==> config.mk <==
export PLATFORM = sky130hd
export DESIGN_NAME = fsub_wb_buffer
export DESIGN_NICKNAME = d
export VERILOG_FILES = /design/src/rtl/fpu_pkg.sv /design/src/rtl/fsub_wb_fifo.sv /design/src/rtl/fsub_wb_buffer.sv
export SDC_FILE = /design/constraint.sdc
export NUM_CORES = 1
export LEC_CHECK = 0
export CORE_MARGIN = 1
export CORE_UTILIZATION = 40
export CTS_BUF_LIST = sky130_fd_sc_hd__clkbuf_2 sky130_fd_sc_hd__clkbuf_4 sky130_fd_sc_hd__clkbuf_8
export CTS_CLUSTER_SIZE = 30
export DETAILED_ROUTE_END_ITERATION = 10
export PLACE_DENSITY_LB_ADDON = 0.12
export SYNTH_ARGS = -nofsm -noshare
export SYNTH_HDL_FRONTEND = slang
export SYNTH_SLANG_ARGS = --single-unit
==> constraint.sdc <==
create_clock -name clk -period 10.8 [get_ports clk]
set_input_delay 3.24 -clock clk [delete_from_list [all_inputs] [get_ports clk]]
set_output_delay 3.24 -clock clk [all_outputs]
set_load 0.02 [all_outputs]
==> src/rtl/fpu_pkg.sv <==
// Shared FP-unit definitions: register-file geometry, the writeback entry
// layout and the fsub pipeline depth that sizes issue back-pressure.
package fpu_pkg;

    localparam int REG_AW      = 5;
    localparam int FP_W        = 32;
    localparam int FSUB_NSTAGE = 2;
    localparam int WB_EW       = REG_AW + FP_W;

    typedef struct packed {
        logic [REG_AW-1:0] add;
        logic [FP_W-1:0]   data;
    } wb_entry_t;

endpackage

==> src/rtl/fsub_wb_fifo.sv <==
// In-order storage for fsub writeback entries: circular array, read/write
// pointers and occupancy. The head entry is held in a register that is
// loaded from the array at the next read pointer, so the head stays put
// while nothing is popped and keeps its last value once the FIFO empties.
// Optional macro FSUB_WB_FWD_EN exposes the raw array and read pointer for
// the forwarding lookup in the parent.
module fsub_wb_fifo
    import fpu_pkg::*;
#(
    parameter int  DEPTH = 4,
    localparam int PW    = $clog2(DEPTH),
    localparam int CW    = $clog2(DEPTH + 1)
) (
    input  logic                 clk,
    input  logic                 rstn,
    input  logic                 push_i,
    input  logic                 pop_i,
    input  logic [WB_EW-1:0]     wr_entry_i,
    output logic [WB_EW-1:0]     head_o,
    output logic                 full_o,
    output logic                 empty_o,
    output logic [CW-1:0]        count_o,
`ifdef FSUB_WB_FWD_EN
    output logic [DEPTH*WB_EW-1:0] entries_o,
    output logic [PW-1:0]        rptr_o,
`endif
    output logic [CW-1:0]        count_next_o
);

    wb_entry_t     mem_q [DEPTH];
    wb_entry_t     wr_entry;
    wb_entry_t     head_q, head_d;
    logic [PW-1:0] wptr_q, wptr_d;
    logic [PW-1:0] rptr_q, rptr_d;
    logic [CW-1:0] count_q, count_d;
    logic          push_ok, pop_ok;

    assign wr_entry = wr_entry_i;
    assign full_o   = (count_q == CW'(DEPTH));
    assign empty_o  = (count_q == '0);
    // A pop frees a slot in the same cycle, so a push into a full FIFO is
    // accepted when it coincides with a pop.
    assign pop_ok   = pop_i && !empty_o;
    assign push_ok  = push_i && (!full_o || pop_ok);

    // Pointer and occupancy update for this cycle's push/pop.
    always_comb begin
        wptr_d  = wptr_q;
        rptr_d  = rptr_q;
        count_d = count_q;
        if (push_ok) begin
            wptr_d = wptr_q + 1'b1;
        end
        if (pop_ok) begin
            rptr_d = rptr_q + 1'b1;
        end
        case ({push_ok, pop_ok})
            2'b10:   count_d = count_q + 1'b1;
            2'b01:   count_d = count_q - 1'b1;
            default: count_d = count_q;
        endcase
    end

    // Next head: the entry at the new read pointer, bypassing the array when
    // that slot is the one being written this cycle; held when going empty.
    always_comb begin
        head_d = head_q;
        if (count_d != '0) begin
            if (push_ok && (wptr_q == rptr_d)) begin
                head_d = wr_entry;
            end else begin
                head_d = mem_q[rptr_d];
            end
        end
    end

    // Storage array write; contents need no reset since occupancy gates use.
    always_ff @(posedge clk) begin
        if (push_ok) begin
            mem_q[wptr_q] <= wr_entry;
        end
    end

    // Pointer, occupancy and head registers.
    always_ff @(posedge clk) begin
        if (!rstn) begin
            wptr_q  <= '0;
            rptr_q  <= '0;
            count_q <= '0;
            head_q  <= '0;
        end else begin
            wptr_q  <= wptr_d;
            rptr_q  <= rptr_d;
            count_q <= count_d;
            head_q  <= head_d;
        end
    end

    assign head_o       = head_q;
    assign count_o      = count_q;
    assign count_next_o = count_d;

`ifdef FSUB_WB_FWD_EN
    for (genvar gi = 0; gi < DEPTH; gi++) begin : g_entries
        assign entries_o[gi*WB_EW +: WB_EW] = mem_q[gi];
    end
    assign rptr_o = rptr_q;
`endif

endmodule

==> src/rtl/fsub_wb_buffer.sv <==
// Writeback buffer between the non-stallable fsub pipeline and the shared FP
// register-file write port. Results are queued in order and drained under a
// valid/ready handshake; issue is stalled early enough that results already
// in flight inside fsub still fit. A result that cannot be stored sets a
// sticky overflow flag.
// Optional macro FSUB_WB_FWD_EN adds a combinational lookup (fwd_add,
// fwd_hit, fwd_data) returning the newest buffered value for a register.
// AW and DW must match the entry layout in fpu_pkg.
module fsub_wb_buffer
    import fpu_pkg::*;
#(
    parameter int DEPTH = 4,
    parameter int SLACK = FSUB_NSTAGE,
    parameter int AW    = REG_AW,
    parameter int DW    = FP_W
) (
    input  logic                         clk,
    input  logic                         rstn,
    input  logic                         in_flag,
    input  logic [AW-1:0]                in_add,
    input  logic [DW-1:0]                in_data,
    input  logic                         wb_ready,
    output logic                         wb_valid,
    output logic [AW-1:0]                wb_add,
    output logic [DW-1:0]                wb_data,
    output logic                         stall_issue,
    output logic                         overflow,
`ifdef FSUB_WB_FWD_EN
    input  logic [AW-1:0]                fwd_add,
    output logic                         fwd_hit,
    output logic [DW-1:0]                fwd_data,
`endif
    output logic [$clog2(DEPTH+1)-1:0]   count
);

    localparam int CW = $clog2(DEPTH + 1);
    localparam int PW = $clog2(DEPTH);

    wb_entry_t     in_entry;
    wb_entry_t     head;
    logic          full, empty;
    logic [CW-1:0] count_next;
    logic          overflow_q, overflow_d;
    logic          stall_q, stall_d;
    logic          drop;

    assign in_entry.add  = in_add;
    assign in_entry.data = in_data;

`ifdef FSUB_WB_FWD_EN
    logic [DEPTH*WB_EW-1:0] entries;
    logic [PW-1:0]          rptr;
`endif

    fsub_wb_fifo #(
        .DEPTH        (DEPTH)
    ) u_fifo (
        .clk          (clk),
        .rstn         (rstn),
        .push_i       (in_flag),
        .pop_i        (wb_ready),
        .wr_entry_i   (in_entry),
        .head_o       (head),
        .full_o       (full),
        .empty_o      (empty),
        .count_o      (count),
`ifdef FSUB_WB_FWD_EN
        .entries_o    (entries),
        .rptr_o       (rptr),
`endif
        .count_next_o (count_next)
    );

    assign wb_valid = !empty;
    assign wb_add   = head.add;
    assign wb_data  = head.data;

    // A result is lost only when full and the head is not leaving this cycle.
    assign drop       = in_flag && full && !(wb_ready && !empty);
    assign overflow_d = overflow_q || drop;
    // Stall once free space after this edge no longer covers in-flight ops.
    assign stall_d    = (DEPTH - int'(count_next)) <= SLACK;

    // Sticky overflow flag and registered issue stall.
    always_ff @(posedge clk) begin
        if (!rstn) begin
            overflow_q <= 1'b0;
            stall_q    <= 1'b0;
        end else begin
            overflow_q <= overflow_d;
            stall_q    <= stall_d;
        end
    end

    assign overflow    = overflow_q;
    assign stall_issue = stall_q;

`ifdef FSUB_WB_FWD_EN
    logic [PW-1:0] slot;
    wb_entry_t     cand;

    // Scan valid entries oldest to newest so the newest match wins; the head
    // still counts while it is being popped this cycle.
    always_comb begin
        fwd_hit  = 1'b0;
        fwd_data = '0;
        slot     = '0;
        cand     = '0;
        for (int i = 0; i < DEPTH; i++) begin
            slot = rptr + PW'(i);
            cand = entries[int'(slot)*WB_EW +: WB_EW];
            if ((CW'(i) < count) && (cand.add == fwd_add)) begin
                fwd_hit  = 1'b1;
                fwd_data = cand.data;
            end
        end
    end
`endif

endmodule

==> results by group <==
Critical path
  • Crit path max fanout: 76
  • Buf+Inv Stages, Crit Path: 4
  • Crit Reg-Reg Startpoint: u_fifo.count_o[2]
  • Reg2reg setup slack: 5.80 ns
  • CP Class: in -> reg
  • Crit path from: wb_ready
  • Worst path max stage delay: 0.68 ns
  • Cells along the critical path: buf_2, buf_4, o31a_2, buf_4, nand2_1, fa_1, or3b_2, a31oi_1, a21boi_0, ha_1, nor2_1, o21ai_4, buf_4, o221ai_1
  • CP max stage cell: buf_4
  • CP delay by family, top: buffers and inverters
  • CP Capture Type: flip-flop
  • CP most frequent cell: buf_4
  • Critical path required time: 11.13 ns
  • CP Data Arrival Time: 7.69 ns
  • Startpoint Class: input port

Finish
  • Post-layout util: 0.476
  • Share of post-route cells with drive strength above 1: 0.106
  • Design area: 0.0109 mm²
  • Most frequent cells in the layout: nand2_1, edfxtp_1, clkdlybuf4s50_1
  • Nets: around 1,000
  • Commonest non-fill, non-tap cell in the layout: nand2_1
  • Ant. Diodes: 0
  • Area Growth Syn to Fin: 15.6%

Die
  • Ports: between 80 and 90
  • Initial Util: 0.411
  • Core region area: roughly 0.023 mm²
  • Die area: 0.0241 mm²
  • Die Width: between 150 and 200 µm
  • # rows: 55
  • Die extent in y: 155 µm

Run status
  • Outcome: complete, no violations

CTS
  • CTS root buf: clkbuf_8
  • TritonCTS clock tree: built
  • Sink Count: slightly below 200
  • Clock Pin Slew Worst Setup and Hold Paths: 0.11 ns
  • Post-cts resize count: 0
  • CTS Hold Buffers Added: 0
  • CTS buffer count: 17
  • Latest clock arrival within the worst-skew pair: 0.47 ns
  • Postcts setup bufs: 0
  • H-tree Lvls: 4
  • CTS Buffer Depth: 2

Timing
  • Clock skew: between 0.02 and 0.025 ns
  • Post-route setup TNS: 0 ns
  • Unrepaired setup endpoints after global routing: no
  • Fin. Hold Viols: 0
  • Relative slew slack: 0.387
  • Worst Max-Slew Pin Slew: between 0.9 and 1 ns
  • Setup violators final: 0
  • Fmax: ~140 MHz
  • Pins Over Slew Limit: 0
  • Min Tclk post-route: roughly 7.4 ns
  • Final worst path period share: 0.681

Power and ir drop
  • Combinational share of power: 0.269
  • Worst vdd ir: just under 0.00009 V
  • Sw frac: 0.333
  • Leak: roughly 3.7 nW
  • Clock power frac: 0.260
  • P_int: approximately 1.3 mW
  • PD cells: between 150 and 200 mW/mm²
  • Switch Pwr: 0.660 mW
  • Flop pwr share: 0.471
  • Final Power: 1.98 mW

Synth
  • Seq/Total Area, Yosys: 0.571
  • Flops & latches, synth: just under 200
  • Synth Area per Inst: 10.4 µm²
  • Main flop type after synthesis: edfxtp_1
  • Largest cells by area after synthesis: edfxtp_1, nand2_1, dfxtp_1, o221ai_2, a21oi_1
  • Post-synth top area share: 0.473
  • Syn nets: about 950
  • Post-Syn Instances: 903
  • Mapped Area: between 0.009 and 0.01 mm²
  • Yosys top cell by area: edfxtp_1
  • Synth Warn #: 0
  • Synth unique cells: 42
  • Ys async rst share: 0
  • EDFF count, synth: between 100 and 150

Detailed routing
  • Post-route ant nets: 0
  • Post-route DRC: 0
  • DRT Wirelength: 23,900 µm
  • DRT iter0 DRCs: between 500 and 600
  • Via count: a little over 7,000
  • Avg WL per Cell: roughly 19 µm
  • Vias/cell: 5.64
  • DRT Pass-1 Iters: 5

Worst hold path
  • Worst hold path startpoint: u_fifo.head_o[0]
  • Hold Crit Class: reg -> reg

Place
  • GPL Wtd Cong: 0.726
  • DP Wirelength: around 13,000 µm
  • Port buffer count: between 80 and 90
  • Post-DP Area: around 0.010 mm²

Global routing
  • GRT overflow: 0
  • Largest net degree at the start of global routing: between 70 and 80
  • Initial antenna violation count: 0
  • All-layer global routing usage: 0.207
  • First-pass GRT wire length: about 38,000 µm
  • Vias in the first global route: 6,942

Run
  • Max Cap Viol: 0
## worst reg2reg max path, stage by stage (launching register included)
cell	delay, ns
dfxtp_2	0.60
buf_4	0.48
o31a_2	0.20
buf_4	0.68
nand2_1	0.16
fa_1	0.45
or3b_2	0.47
a31oi_1	0.16
a21boi_0	0.36
ha_1	0.26
nor2_1	0.08
o21ai_4	0.27
buf_4	0.52
o221ai_1	0.19
## Yosys cell counts, drive strengths merged (4+ instances only)
| cell | instances |
|---|---|
| buf | 28 |
| dfxtp | 46 |
| and2 | 7 |
| nor3 | 38 |
| clkbuf | 54 |
| nor2 | 15 |
| o221ai | 37 |
| o21ai | 6 |
| xnor2 | 4 |
| nand2 | 259 |
| edfxtp | 148 |
| a21oi | 74 |
| inv | 46 |
| a311oi | 36 |
| a211oi | 37 |
| ha | 7 |
| o311a | 36 |
## state kept, by name, indices dropped and copies added, names as in the netlist
register / flops
u_fifo.mem_q: 148
u_fifo.wptr_q: 2
u_fifo.rptr_q: 2
overflow: 1
u_fifo.head_o: 37
stall_issue: 1
u_fifo.count_o: 3
## path summary, 6_finish.rpt
| kind | to | depth (start not counted) |
|---|---|---|
| setup reg to reg | u_fifo.head_o[31] | 13 |
| hold / removal | u_fifo.head_o[0] | 2 |
| setup / recovery | u_fifo.head_o[31] | 14 |
| hold reg to reg | u_fifo.head_o[0] | 2 |
## kinds of logic after synthesis
family                   Yosys count  share of synthesized area
buffers and inverters            128                     0.0564
AO/OA/AOI/OAI                    237                      0.210
multiplexers                       2                    0.00346
AND/OR/NAND/NOR                  327                      0.141
flip-flops                       194                      0.571
XOR/XNOR                           7                    0.00732
adder cells (fa/ha/maj)            8                     0.0114
## layout make-up
type | count | area (µm²)
fillers | 2127 | 12000
flip-flops and latches | 194 | 5370
multi-input cells | 581 | 3540
repair buffers | 100 | 953
well taps | 313 | 392
clock buffers | 17 | 234
clock inverters | 15 | 200
inverters | 46 | 173
## per-layer routing
metal | track usage | share of wire | up-vias
met4 | 0.0574 | 0.0075 | 0
met2 | 0.337 | 0.47 | 211
met3 | 0.0376 | 0.055 | 17
met1 | 0.283 | 0.47 | 3524
met5 | 0 | 0 | -
li1 | - | - | 3386
## power by group through the flow
stage          clock (mW)  combinational, mW  sequential [mW]
5_1_grt             0.558              0.582            0.942
4_1_cts             0.526              0.540            0.932
6_report            0.514              0.533            0.933
3_5_place_dp            0              0.538            0.947
3_3_place_gp            0              0.533            0.950
2_1_floorplan           0              0.283            0.992
## stage by stage
| step | hold slack (ns) | setup WS [ns] | std cells |
|---|---|---|---|
| final | 0.478 | 3.44 | 1266 |
| after global routing | 0.509 | 3.07 | 1266 |
| after CTS | 0.484 | 3.45 | 1266 |
| after detailed placement | 0.445 | 2.95 | 1234 |
| after global placement | 0.453 | 3.02 | 1234 |
| after floorplan | 0.493 | 4.12 | 903 |
Note: power is estimated with default switching activity, not from simulation.
